<file path="src/rtl/traffic_pkg.sv">
// Shared types for the traffic-light controller and its pedestrian button front end.
package traffic_pkg;

  typedef enum logic [1:0] {
    IDLE    = 2'd0,
    PENDING = 2'd1,
    SERVING = 2'd2
  } ped_state_e;

  localparam int PRESS_CNT_W = 8;

endpackage

</file>
<file path="src/rtl/button_debounce.sv">
// Synchroniser chain plus counter-based debouncer; emits a strobe on the edge where the
// debounced level is about to go from released to pressed.
module button_debounce #(
  parameter int SYNC_STAGES     = 2,
  parameter int DEBOUNCE_CYCLES = 4
) (
  input  logic clk,
  input  logic rst,
  input  logic button_raw,
  output logic press_rise
);

  localparam int CNT_W = $clog2(DEBOUNCE_CYCLES + 1);
  localparam logic [CNT_W-1:0] CNT_LAST = CNT_W'(DEBOUNCE_CYCLES - 1);

  logic [SYNC_STAGES-1:0] sync_chain;
  logic                   sync;
  logic                   db;
  logic [CNT_W-1:0]       cnt;
  logic                   flip;

  assign sync       = sync_chain[SYNC_STAGES-1];
  assign flip       = (sync != db) && (cnt == CNT_LAST);
  assign press_rise = flip && sync;

  // Any sample that agrees with db restarts the count, so short glitches never flip it.
  always_ff @(posedge clk) begin
    if (rst) begin
      sync_chain <= '0;
      db         <= 1'b0;
      cnt        <= '0;
    end else begin
      sync_chain <= {sync_chain[SYNC_STAGES-2:0], button_raw};
      if (flip) begin
        db  <= sync;
        cnt <= '0;
      end else if (sync == db) begin
        cnt <= '0;
      end else begin
        cnt <= cnt + 1'b1;
      end
    end
  end

endmodule

</file>
<file path="src/rtl/ped_button_conditioner.sv">
// Pedestrian button conditioner: debounce, press pulse, held request FSM with rearm.
// Define PED_PRESS_COUNT_EN to add the saturating press_count output.
module ped_button_conditioner
  import traffic_pkg::*;
#(
  parameter int SYNC_STAGES     = 2,
  parameter int DEBOUNCE_CYCLES = 4
) (
  input  logic clk,
  input  logic rst,
  input  logic button_raw,
  input  logic walk,
  output logic ped_request,
  output logic press_pulse
`ifdef PED_PRESS_COUNT_EN
  ,
  output logic [PRESS_CNT_W-1:0] press_count
`endif
);

  logic       press_rise;
  ped_state_e state;
  ped_state_e state_next;
  logic       rearm;
  logic       rearm_next;

  button_debounce #(
    .SYNC_STAGES    (SYNC_STAGES),
    .DEBOUNCE_CYCLES(DEBOUNCE_CYCLES)
  ) u_debounce (
    .clk       (clk),
    .rst       (rst),
    .button_raw(button_raw),
    .press_rise(press_rise)
  );

  always_ff @(posedge clk) begin
    if (rst) begin
      press_pulse <= 1'b0;
      state       <= IDLE;
      rearm       <= 1'b0;
    end else begin
      press_pulse <= press_rise;
      state       <= state_next;
      rearm       <= rearm_next;
    end
  end

  // A press seen while walk is active is remembered and re-requested once walk ends.
  always_comb begin
    state_next = state;
    rearm_next = rearm;
    case (state)
      IDLE: begin
        if (press_pulse) state_next = PENDING;
      end
      PENDING: begin
        if (walk) state_next = SERVING;
      end
      SERVING: begin
        if (!walk) begin
          state_next = (rearm || press_pulse) ? PENDING : IDLE;
          rearm_next = 1'b0;
        end else if (press_pulse) begin
          rearm_next = 1'b1;
        end
      end
      default: begin
        state_next = IDLE;
        rearm_next = 1'b0;
      end
    endcase
  end

  assign ped_request = (state == PENDING);

`ifdef PED_PRESS_COUNT_EN
  always_ff @(posedge clk) begin
    if (rst) begin
      press_count <= '0;
    end else if (press_pulse && (press_count != '1)) begin
      press_count <= press_count + 1'b1;
    end
  end
`endif

endmodule

</file>
<file path="config.mk">
export PLATFORM = sky130hd
export DESIGN_NAME = ped_button_conditioner
export DESIGN_NICKNAME = d
export VERILOG_FILES = /design/src/rtl/traffic_pkg.sv /design/src/rtl/button_debounce.sv /design/src/rtl/ped_button_conditioner.sv
export SDC_FILE = /design/constraint.sdc
export NUM_CORES = 1
export LEC_CHECK = 0
export ABC_AREA = 0
export CAP_MARGIN = 40
export CORE_AREA = 8 8 45 47
export DETAILED_ROUTE_END_ITERATION = 6
export DIE_AREA = 0 0 53 55
export DONT_BUFFER_PORTS = 1
export PLACE_DENSITY_LB_ADDON = 0.25
export RECOVER_POWER = 25
export SLEW_MARGIN = 5
export SYNTH_ARGS = -nofsm -noshare
export SYNTH_HDL_FRONTEND = slang
export SYNTH_SLANG_ARGS = --single-unit
export TNS_END_PERCENT = 100
</file>
<file path="constraint.sdc">
create_clock -name clk -period 2 [get_ports clk]
set_clock_uncertainty 0.15 [all_clocks]
set_input_delay 0.2 -clock clk [delete_from_list [all_inputs] [get_ports clk]]
set_output_delay 0.2 -clock clk [all_outputs]
set_load 0.01 [all_outputs]
</file>
After elaboration in Yosys (flattened, before gate mapping):

Cells that the tools add are included.

* output and inout bits: 2
* word-level logic and storage cells: 33
* register bits: 10

* multiplexer cells: 8
* reductions and logical operators: 8
* bitwise logic cells: 1
* add/sub/neg operators: 1
* eq/ne operators: 9

Operators by type and width (number)
* 2-to-1 mux 2 bit: 3
* inequality test 2 bit (second input constant): 3
* one-hot mux 2 bit (3 select lines): 1
* adder 3 x 1 -> 3 bit (second input constant): 1
* == test 3 x 2 -> 1 bit (second input constant): 1
* 2-to-1 mux 1 bit: 3
* inequality test 3 bit (second input constant): 1
* AND reduction 3 bit: 1
* OR reduction 3 bit: 1
* == test 2 x 1 -> 1 bit (second input constant): 1
* == test 2 bit (second input constant): 1
* logical AND 1 bit: 2
* logical NOT 2 bit: 1
* one-hot mux 1 bit (2 select lines): 1
* AND reduction 2 bit: 1
* OR reduction 2 bit: 1
* == test 1 bit: 1
* logical OR 1 bit: 1
* inequality test 1 bit: 1
* inverter 1 bit: 1

Depth between registers and ports, before layout:

Gate-level depths: netlist (run 1).

* depth in word-level cells: 4
* depth in mapped cells: 4
* depth with buffers taken out: 4

Hierarchy:

A second synthesis (run 1) with hierarchy kept.

* cell total of the unflattened synthesis: 36
* area total of the unflattened synthesis: 385.4 um2

By module, submodules not included
* button_debounce: cells each 19, seq. area each 120.1 um2, area each 216.5 um2, instances 1
* ped_button_conditioner: cells each 17, seq. area each 80.1 um2, area each 168.9 um2, instances 1

Worst setup path before layout (run 1):

Ideal clock, no wire load.

* path kind: register to register
* start point: register u_debounce.cnt[0]
* end point: register press_pulse
* path buffers: 0
* arrival: 0.947 ns
* stages on the path, launching flop included: 4
* path slack: 0.785 ns
* required time: 1.733 ns
* path through: dfxtp_1 > ha_1 > ha_1 > and4bb_2

* word-level cells in the longest chain between the ends: 3

Ends and longest elaborated chain
* start, declared: RTL line button_debounce.sv:19 `logic [CNT_W-1:0] cnt;`
* start signal, assigned: RTL line button_debounce.sv:40 `cnt <= cnt + 1'b1;`
* == test 3 x 2 -> 1 bit: RTL line button_debounce.sv:23 `assign flip = (sync != db) && (cnt == CNT_LAST);`
* logical AND 1 bit: RTL line button_debounce.sv:23
* logical AND 1 bit: RTL line button_debounce.sv:24 `assign press_rise = flip && sync;`
* end signal, assigned: RTL line ped_button_conditioner.sv:43 `press_pulse <= press_rise;`
* end, declared: RTL line ped_button_conditioner.sv:14 `output logic press_pulse`

No other way between the ends.
A chain may end at the register's enable or synchronous reset.

Worst setup path in the final report (run 1):

* start point: input rst
* end point: register state[1]

RTL lines
* start, declared: RTL line ped_button_conditioner.sv:10 `input logic rst,`
* end signal, assigned: RTL line ped_button_conditioner.sv:44 `state <= state_next;`
* end, declared: RTL line ped_button_conditioner.sv:22 `ped_state_e state;`

No word-level cell between the ends.

==> qor.txt, run 1 <==
========================================================================================
Flip-flop and latch count after synthesis                                             10
CP Data Arrival Time                                                             1580 ps
Most common cell type on the critical path                                  dlygate4sd3_1
Synthesis warning total                                                                0
Clock share of power                                                               45.2%
Crit Path Category                                                                in2reg
Slowest cell on the critical path                                           dlygate4sd3_1
Remaining number of nets flagged by the antenna check after routing                    0
H-tree depth reported by CTS                                                           1
R2R cell count                                                                         3
Final clock period utilization by the worst path                                  79.27%
Die outline area                                                            0.002915 mm²
Summed negative setup slack over all endpoints                                      0 ps
Termination of the worst setup path                                             state[1]
CTS clock-pin slew for the worst setup and hold paths                              70 ps
Antenna diode count                                                                    0
Switching Share                                                                   18.98%
Post-Place Setup Slack                                                          662.5 ps
Final-report hold violation count                                                      0
Delay contributed by the slowest stage of the critical path                       750 ps
Average routed wire per standard cell                                           13.28 µm
Cells after DPL                                                                       50
Layout Nets                                                                           49
Core Footprint                                                              0.001384 mm²
Hpwl dp                                                                         534.7 µm
Total Power Consumption                                                         394.3 µW
Max Fanout on Critical Path                                                            8
Min Tclk post-route                                                              1585 ps
Horizontal extent of the die                                                       53 µm
Final non-filler cell area                                                     485.5 µm²
Element type at the critical path end                                               flop
Area delta synth->final                                                           22.40%
Worst min path class                                                              in2reg
Nature of the critical path startpoint                                        input port
Hold Slack                                                                      31.50 ps
Portion of total power attributed to combinational logic                            3.4%
Leakage                                                                        0.1855 nW
Number of setup violations in the final report                                         0
Vias in the first global route                                                       318
Total CTS buffers                                                                      3
Psw                                                                             74.85 µW
Clock latency at the later pin of the worst-skew pair                             260 ps
Part of the total power dissipated in sequential elements                          51.4%
Post-CTS setup buffer count                                                            0
Cell area after placement                                                      409.1 µm²
Worst IR Drop VDD                                                            0.0003522 V
Final Routed Wirelength                                                           770 µm
Transition time at the pin with the least slew margin                           352.3 ps
CP Cell Sequence                                                            dlygate4sd3_1 > nor3b_2 > dlygate4sd3_1
Initial antenna violation count                                                        0
Chip height                                                                        55 µm
Count of port buffers added during placement                                           0
Synthesized area                                                               396.6 µm²
Via count                                                                            276
CTS-repair resized insts                                                               0
Data required time at the worst endpoint                                         2000 ps
GPL Wtd Cong                                                                      0.5642
Final global-route overflow total                                                      0
R2r startpoint                                                                  state[1]
Effective utilization at floorplan                                                28.66%
Gate count of the mapped netlist                                                      35
Number of nets in the synthesized netlist                                             41
Drt first-iter violations                                                              4
Internal Power                                                                  319.4 µW
CTS tree                                                                             yes
Share of post-route cells with drive strength above 1                             19.05%
Start point of the critical path                                                     rst
Power density relative to cell area                                         812.1 mW/mm²
PnR worst setup slack                                                           414.5 ps
GRT Total Usage                                                                   6.027%
Via/cell ratio                                                                     4.759
Result of the run                                                              completed
Sinks on Clock Net                                                                    10
Number of search-and-repair iterations in the first detailed-routing pass              4
Post-synth cell types                                                                 21
Clock tree root driver cell                                                     clkbuf_4
Avg Inst Size Synth                                                            11.33 µm²
Pin count of the biggest net entering global routing                                   9
Final design utilization                                                          35.08%
RR Endpoint                                                                     state[1]
Num ports                                                                              6
Wire length of the first global-routing pass                                    1.242 mm
Final count of pins violating max slew                                                 0
Max Buffers Root-to-Sink                                                               2
Final instance count without filler cells                                             58
DR DRC count                                                                           0
Number of violations of the max-capacitance limit                                      0
Row count                                                                             14
FMAX                                                                           630.7 MHz
Register area share after synthesis                                               50.47%
Worst slew margin                                                                 76.43%
RSZ-0062 raised after global routing                                                  no
Register-to-register setup slack                                                  530 ps
========================================================================================
[worst min path at each step]
| stage | cells after the start | slack (ps) | endpoint | from |
|---|---|---|---|---|
| after global routing | 2 | 30 | state[0] | walk |
| after CTS | 2 | 10 | state[0] | walk |
| after detailed placement | 1 | 120 | state[1] | rst |
| final | 2 | 30 | state[0] | walk |
| after global placement | 1 | 120 | state[1] | rst |
| after floorplan | 1 | 180 | u_debounce.sync_chain[0] | button_raw |
[placed cells by master, fill, tap and decap left out]
cell type      instances
nor4b_2                1
ha_1                   2
a21oi_1                1
dlygate4sd3_1          4
nor3_1                 1
nand2b_1               1
inv_1                  1
nor3b_2                1
xnor2_1                2
and4bb_2               1
and2b_2                1
dfxtp_1               10
a21o_1                 1
a32o_1                 1
nand2_1                1
nor2_1                 2
a211oi_1               1
clkbuf_4               3
nor2b_1                2
clkbuf_8               1
mux2i_1                1
nor4_1                 2
or2_0                  1
[power by group through the flow]
stage	combinational (mW)	sequential (mW)	clock, mW
2_1_floorplan	0.00869	0.207	0
4_1_cts	0.0136	0.203	0.187
3_5_place_dp	0.00616	0.207	0
5_1_grt	0.0146	0.203	0.193
6_report	0.0134	0.203	0.178
3_3_place_gp	0.00554	0.207	0
[final cells by class]
type	instances	area [µm²]
Timing Repair Buffer	4	40.04
Clock buffer	4	36.28
Sequential cell	10	200.2
Inverter	1	3.754
Fill cell	136	898.4
Tap cell	16	20.02
Multi-Input combinational cell	23	185.2
[layer usage]
layer  share of wire (%)  track usage (%)
met5                   0                0
met4                   0            3.879
met3                 5.7            3.743
met2                  58            10.94
met1                  36            4.747
[timing repair]
action / 4_1_cts / 5_1_grt
hold buffers: 4 / 0
setup endpoints to repair: 0 / 0
endpoints found under the hold margin: 8 / 0
[worst max-delay path, delay by kind of cell]
family	cells	cell delay (ps)
buffers and inverters	2	1300
AND/OR/NAND/NOR	1	80
[cells in the mapped netlist]
library cell	instances	area [µm²]
inv_1	1	3.750
ha_1	2	25.02
mux2i_1	1	10.01
and2b_2	1	8.760
dfxtp_1	10	200.2
a21o_1	1	7.510
nor4_1	2	12.51
and4bb_2	1	12.51
a211oi_1	1	7.510
buf_4	1	7.510
or2_0	1	6.260
nor2b_1	2	12.51
a21oi_1	1	5.000
nor2_1	2	7.510
nor3b_2	1	12.51
a32o_1	1	10.01
nor4b_2	1	15.01
nor3_1	1	5.000
xnor2_1	2	17.52
nand2b_1	1	6.260
nand2_1	1	3.750
[registers in the layout, summed over array words and instances (netlist names)]
signal / count
press_pulse: 1
rearm: 1
state: 2
u_debounce.cnt: 3
u_debounce.db: 1
u_debounce.sync_chain: 2
[cells by family (layout without fill, tap and decap cells)]
kind of cell    after synthesis  count (layout)  synth area share [%]
compound gates                4               4                 7.571
xor+xnor                      2               2                 4.417
fa+ha+maj                     2               2                 6.308
buf+inv                       2               9                 2.839
flops                        10              10                 50.47
mux                           1               1                 2.524
simple gates                 14              14                 25.87
Note: power is estimated with default switching activity, not from simulation.
==> run 2: changes to the inputs <==
==> constraint.sdc (replaced) <==
create_clock -name clk -period 1.5 [get_ports clk]
set_clock_uncertainty 0.15 [all_clocks]
set_input_delay 0.15 -clock clk [delete_from_list [all_inputs] [get_ports clk]]
set_output_delay 0.15 -clock clk [all_outputs]
set_load 0.01 [all_outputs]
==> qor.txt, run 2 (synthesis results as in run 1) <==
========================================================================================
Count of port buffers added during placement                                           0   unchanged
Final clock period utilization by the worst path                                  87.03%
DR top layer                                                                        met4   was met3
Commonest non-fill, non-tap cells in the layout                             10 x dfxtp_1, 3 x clkbuf_4, 3 x dlygate4sd3_1   was 10 x dfxtp_1, 4 x dlygate4sd3_1, 3 x clkbuf_4
Summed negative setup slack over all endpoints                                      0 ps   unchanged
Post-Place Setup Slack                                                          199.2 ps   was 662.5 ps
Total CTS buffers                                                                      3   unchanged
Hold Slack                                                                      14.97 ps   was 31.50 ps
WL met1                                                                           256 µm   was 279 µm
Vias in the first global route                                                       291   was 318
Registers with the highest flip-flop counts                                 u_debounce.cnt x3, state x2, u_debounce.sync_chain x2   unchanged
Final Routed Wirelength                                                           693 µm   was 770 µm
GPL Wtd Cong                                                                      0.5615   was 0.5642
Data required time at the worst endpoint                                         1510 ps   was 2000 ps
Count of filler cells inserted in the layout                                         143   was 136
H-tree depth reported by CTS                                                           1   unchanged
Effective utilization at floorplan                                                28.66%   unchanged
Chip height                                                                        55 µm   unchanged
Final global-route overflow total                                                      0   unchanged
Worst IR Drop VDD                                                            0.0007110 V   was 0.0003522 V
Max Fanout on Critical Path                                                            5   was 8
Register containing the most flip-flops in the final layout                 u_debounce.cnt   unchanged
Antenna diode count                                                                    0   unchanged
FMAX                                                                           766.0 MHz
CTS clock-pin slew for the worst setup and hold paths                              50 ps   was 70 ps
Hpwl dp                                                                         512.8 µm   was 534.7 µm
PnR worst setup slack                                                           194.5 ps   was 414.5 ps
Via/cell ratio                                                                     4.696   was 4.759
GRT Total Usage                                                                   5.915%   was 6.027%
Num ports                                                                              6   unchanged
Final count of pins violating max slew                                                 0   unchanged
Number of setup violations in the final report                                         0   unchanged
Final-report hold violation count                                                      0   unchanged
Transition time at the pin with the least slew margin                           338.2 ps   was 352.3 ps
Result of the run                                                              completed   unchanged
Met2 routed WL                                                                    391 µm   was 446 µm
Clock latency at the later pin of the worst-skew pair                             250 ps   was 260 ps
Via count                                                                            263   was 276
Pin count of the biggest net entering global routing                                  10   was 9
Commonest non-fill, non-tap cell in the layout                                   dfxtp_1   unchanged
Element type at the critical path end                                               flop   unchanged
Worst slew margin                                                                 77.38%   was 76.43%
Routed length on met3                                                              38 µm   was 44 µm
CTS-repair resized insts                                                               0   unchanged
Power density relative to cell area                                         988.1 mW/mm²   was 812.1 mW/mm²
Crit Path Category                                                               reg2reg   was in2reg
Clock tree root driver cell                                                     clkbuf_4   unchanged
DR DRC count                                                                           0   unchanged
Worst min path class                                                              in2reg   unchanged
Drt first-iter violations                                                              1   was 4
Post-CTS setup buffer count                                                            0   unchanged
Number of search-and-repair iterations in the first detailed-routing pass              5   was 4
Core Footprint                                                              0.001384 mm²   unchanged
Area delta synth->final                                                           16.40%   was 22.40%
Wire length of the first global-routing pass                                    1.145 mm   was 1.242 mm
Origin of the worst min-delay path                                                   rst   was walk
Horizontal extent of the die                                                       53 µm   unchanged
Row count                                                                             14   unchanged
Start point of the critical path                                            u_debounce.cnt[0]   was rst
Leakage                                                                        0.1713 nW   was 0.1855 nW
Max Buffers Root-to-Sink                                                               2   unchanged
Nature of the critical path startpoint                                              flop   was input port
Share of post-route cells with drive strength above 1                             17.50%   was 19.05%
Remaining number of nets flagged by the antenna check after routing                    0   unchanged
RSZ-0062 raised after global routing                                                  no   unchanged
CP Data Arrival Time                                                             1320 ps   was 1580 ps
Die outline area                                                            0.002915 mm²   unchanged
Min Tclk post-route                                                              1305 ps
R2r startpoint                                                              u_debounce.cnt[0]   was state[1]
Initial antenna violation count                                                        0   unchanged
CTS tree                                                                             yes   unchanged
Sinks on Clock Net                                                                    10   unchanged
Largest register FFs                                                                   3   unchanged
Average routed wire per standard cell                                           12.38 µm   was 13.28 µm
Layout Nets                                                                           48   was 49
Number of violations of the max-capacitance limit                                      0   unchanged
Multi-input gate area in the final layout                                      185.2 µm²   unchanged
Reg area                                                                       200.2 µm²   unchanged
========================================================================================
[run 2: cell types whose count changed in the layout (fill, tap and decap cells not counted)]
cell	delta
dlygate4sd3_1	-1
clkbuf_8	-1
[run 2: worst max-delay path, cell delays in order, from the launching register on]
cell	delay, ps
dfxtp_1	320
ha_1	200
ha_1	270
nor4b_2	290
[run 2: per-stage QoR]
stage	instances	utilization (%)	instance area [µm²]	total power, mW
after detailed placement	50	29.57	409.1	0.2847
after global routing	56	33.36	461.7	0.4763
after CTS	56	33.36	461.7	0.4677
final	56	33.36	461.7	0.4562
after global placement	50	29.57	409.1	0.2836
after floorplan	35	-	396.6	0.2876
[run 2: final cells by class]
type                       count  share of cell area (%)
tap                           16                   4.336
sequential                    10                   43.36
clock buffer                   3                   4.878
inverter                       1                  0.8130
timing repair buffer           3                   6.504
multi-input combinational     23                   40.11
[run 2: power breakdown]
| group | total (mW) | internal, mW | leakage, nW | switching (mW) |
|---|---|---|---|---|
| Combinational | 0.0180 | 0.00998 | 0.0764 | 0.00806 |
| Sequential | 0.271 | 0.269 | 0.0810 | 0.00174 |
| Clock | 0.167 | 0.0917 | 0.0138 | 0.0757 |
| Total | 0.456 | 0.371 | 0.171 | 0.0854 |
[run 2: final timing paths]
check / end / cells past startpoint / slack, ps
setup reg to reg: u_debounce.cnt[1] / 3 / 190
hold / removal: state[0] / 2 / 10
setup / recovery: u_debounce.cnt[1] / 3 / 190
hold reg to reg: u_debounce.cnt[0] / 1 / 300
[run 2: timing repair]
item,CTS,global route
endpoints found under the setup margin,0,0
hold endpoints to repair,10,0
hold buffers,3,0
[run 2: layer usage]
metal | up-vias | GRT usage [%]
li1 | 135 | -
met1 | 121 | 4.281
met2 | 5 | 10.74
met3 | 2 | 2.674
met4 | 0 | 6.466
met5 | - | 0
==> run 3: changes to the inputs <==
--- a/config.mk
+++ b/config.mk
@@ -13,6 +13,7 @@
 export DONT_BUFFER_PORTS = 1
 export PLACE_DENSITY_LB_ADDON = 0.25
 export RECOVER_POWER = 25
+export REMOVE_ABC_BUFFERS = 1
 export SLEW_MARGIN = 5
 export SYNTH_ARGS = -nofsm -noshare
 export SYNTH_HDL_FRONTEND = slang
==> qor.txt, run 3 (synthesis results as in run 1) <==
========================================================================================
Result of the run                                                              completed   unchanged
CTS clock-pin slew for the worst setup and hold paths                              60 ps   was 50 ps
Worst slew margin                                                                 76.26%   was 77.38%
Internal Power                                                                  372.7 µW   was 370.7 µW
GRT Total Usage                                                                   5.321%   was 5.915%
Register containing the most flip-flops in the final layout                 u_debounce.cnt   unchanged
Switching Share                                                                   19.82%   was 18.73%
Horizontal extent of the die                                                       53 µm   unchanged
Crit Path Category                                                               reg2reg   unchanged
Post-Place Setup Slack                                                          196.2 ps   was 199.2 ps
Vias in the first global route                                                       270   was 291
Clock latency at the later pin of the worst-skew pair                             260 ps   was 250 ps
Max Fanout on Critical Path                                                            5   unchanged
Clock share of power                                                               37.4%   was 36.7%
Chip height                                                                        55 µm   unchanged
DR DRC count                                                                           0   unchanged
Largest register FFs                                                                   3   unchanged
Post-CTS setup buffer count                                                            0   unchanged
Commonest non-fill, non-tap cells in the layout                             10 x dfxtp_1, 4 x dlygate4sd3_1, 3 x clkbuf_4   was 10 x dfxtp_1, 3 x clkbuf_4, 3 x dlygate4sd3_1
Final count of pins violating max slew                                                 0   unchanged
PnR worst setup slack                                                           174.9 ps   was 194.5 ps
Via/cell ratio                                                                     4.667   was 4.696
Average routed wire per standard cell                                           12.18 µm   was 12.38 µm
Die outline area                                                            0.002915 mm²   unchanged
Summed negative setup slack over all endpoints                                      0 ps   unchanged
Min Tclk post-route                                                              1325 ps   was 1305 ps
Cell area after placement                                                      409.1 µm²   unchanged
Transition time at the pin with the least slew margin                           355.0 ps   was 338.2 ps
Number of violations of the max-capacitance limit                                      0   unchanged
Number of search-and-repair iterations in the first detailed-routing pass              3   was 5
Remaining number of nets flagged by the antenna check after routing                    0   unchanged
CTS tree                                                                             yes   unchanged
CTS-repair resized insts                                                               0   unchanged
Count of port buffers added during placement                                           0   unchanged
Final global-route overflow total                                                      0   unchanged
Final non-filler cell area                                                     471.7 µm²   was 461.7 µm²
RSZ-0062 raised after global routing                                                  no   unchanged
Cts hold-fix bufs                                                                      4   was 3
Effective utilization at floorplan                                                28.66%   unchanged
Power density relative to cell area                                         985.3 mW/mm²   was 988.1 mW/mm²
Portion of total power attributed to combinational logic                            4.4%   was 4.0%
Number of setup violations in the final report                                         0   unchanged
CP Data Arrival Time                                                             1340 ps   was 1320 ps
Antenna diode count                                                                    0   unchanged
Worst IR Drop VDD                                                            0.0004689 V   was 0.0007110 V
Num ports                                                                              6   unchanged
Via count                                                                            266   was 263
Part of the total power dissipated in sequential elements                          58.2%   was 59.4%
FMAX                                                                           754.6 MHz   was 766.0 MHz
Leakage                                                                        0.1755 nW   was 0.1713 nW
Layout Nets                                                                           49   was 48
Final clock period utilization by the worst path                                  88.34%   was 87.03%
Commonest non-fill, non-tap cell in the layout                                   dfxtp_1   unchanged
Nature of the critical path startpoint                                              flop   unchanged
Final Routed Wirelength                                                           694 µm   was 693 µm
Pin count of the biggest net entering global routing                                  10   unchanged
H-tree depth reported by CTS                                                           1   unchanged
Final instance count without filler cells                                             57   was 56
Worst min path class                                                              in2reg   unchanged
Sinks on Clock Net                                                                    10   unchanged
Final-report hold violation count                                                      0   unchanged
GPL Wtd Cong                                                                      0.5573   was 0.5615
Share of post-route cells with drive strength above 1                             17.07%   was 17.50%
Initial antenna violation count                                                        0   unchanged
Registers with the highest flip-flop counts                                 u_debounce.cnt x3, state x2, u_debounce.sync_chain x2   unchanged
Core Footprint                                                              0.001384 mm²   unchanged
Row count                                                                             14   unchanged
Clock tree root driver cell                                                     clkbuf_4   unchanged
Cells after DPL                                                                       50   unchanged
Psw                                                                             92.11 µW   was 85.44 µW
Wire length of the first global-routing pass                                    1.117 mm   was 1.145 mm
Max Buffers Root-to-Sink                                                               2   unchanged
Data required time at the worst endpoint                                         1510 ps   about the same
Total CTS buffers                                                                      3   unchanged
Area delta synth->final                                                           18.93%   was 16.40%
Drt first-iter violations                                                              4   was 1
Final design utilization                                                          34.09%   was 33.36%
Element type at the critical path end                                               flop   unchanged
========================================================================================
## run 3: cell types whose count changed in the layout (fill, tap and decap cells not counted), sizes merged
cell,change
dlygate4sd3,+1
## run 3: worst paths after layout
kind / start / end / slack, ps / cells past startpoint
setup / recovery: u_debounce.cnt[0] / u_debounce.cnt[0] / 170 / 3
hold / removal: rst / state[0] / 20 / 2
setup reg to reg: u_debounce.cnt[0] / u_debounce.cnt[0] / 170 / 3
hold reg to reg: u_debounce.sync_chain[0] / u_debounce.sync_chain[1] / 300 / 1
## run 3: stage by stage
stage          total power [mW]  hold WS, ps
3_5_place_dp             0.2845        75.59
5_1_grt                  0.4889        6.568
6_report                 0.4648        16.53
3_3_place_gp             0.2836        71.61
2_1_floorplan            0.2829        69.51
4_1_cts                  0.4792        4.019
## run 3: final cells by class
class | count | area [µm²]
Clock buffer | 3 | 22.52
Fill cell | 131 | 912.1
Inverter | 1 | 3.754
Multi-Input combinational cell | 23 | 185.2
Sequential cell | 10 | 200.2
Tap cell | 16 | 20.02
Timing Repair Buffer | 4 | 40.04
## run 3: layer usage
layer,global-route usage (%),vias to the layer above,share of wire [%]
met1,5.223,123,42
li1,-,138,-
met4,5.172,0,0
met2,8.203,5,49
met3,2.406,0,9.2
met5,0,-,0
## run 3: critical path, cell delays in order, from the launching register on
cell and delay, ps:
dfxtp_1 320, ha_1 200, ha_1 270, nor4_1 290
## run 3: power by group through the flow
| stage | logic (mW) | registers [mW] | clock network (mW) |
|---|---|---|---|
| 2_1_floorplan | 0.00688 | 0.276 | 0 |
| 3_3_place_gp | 0.00736 | 0.276 | 0 |
| 3_5_place_dp | 0.00796 | 0.277 | 0 |
| 4_1_cts | 0.0204 | 0.270 | 0.188 |
| 5_1_grt | 0.0216 | 0.271 | 0.197 |
| 6_report | 0.0203 | 0.271 | 0.174 |
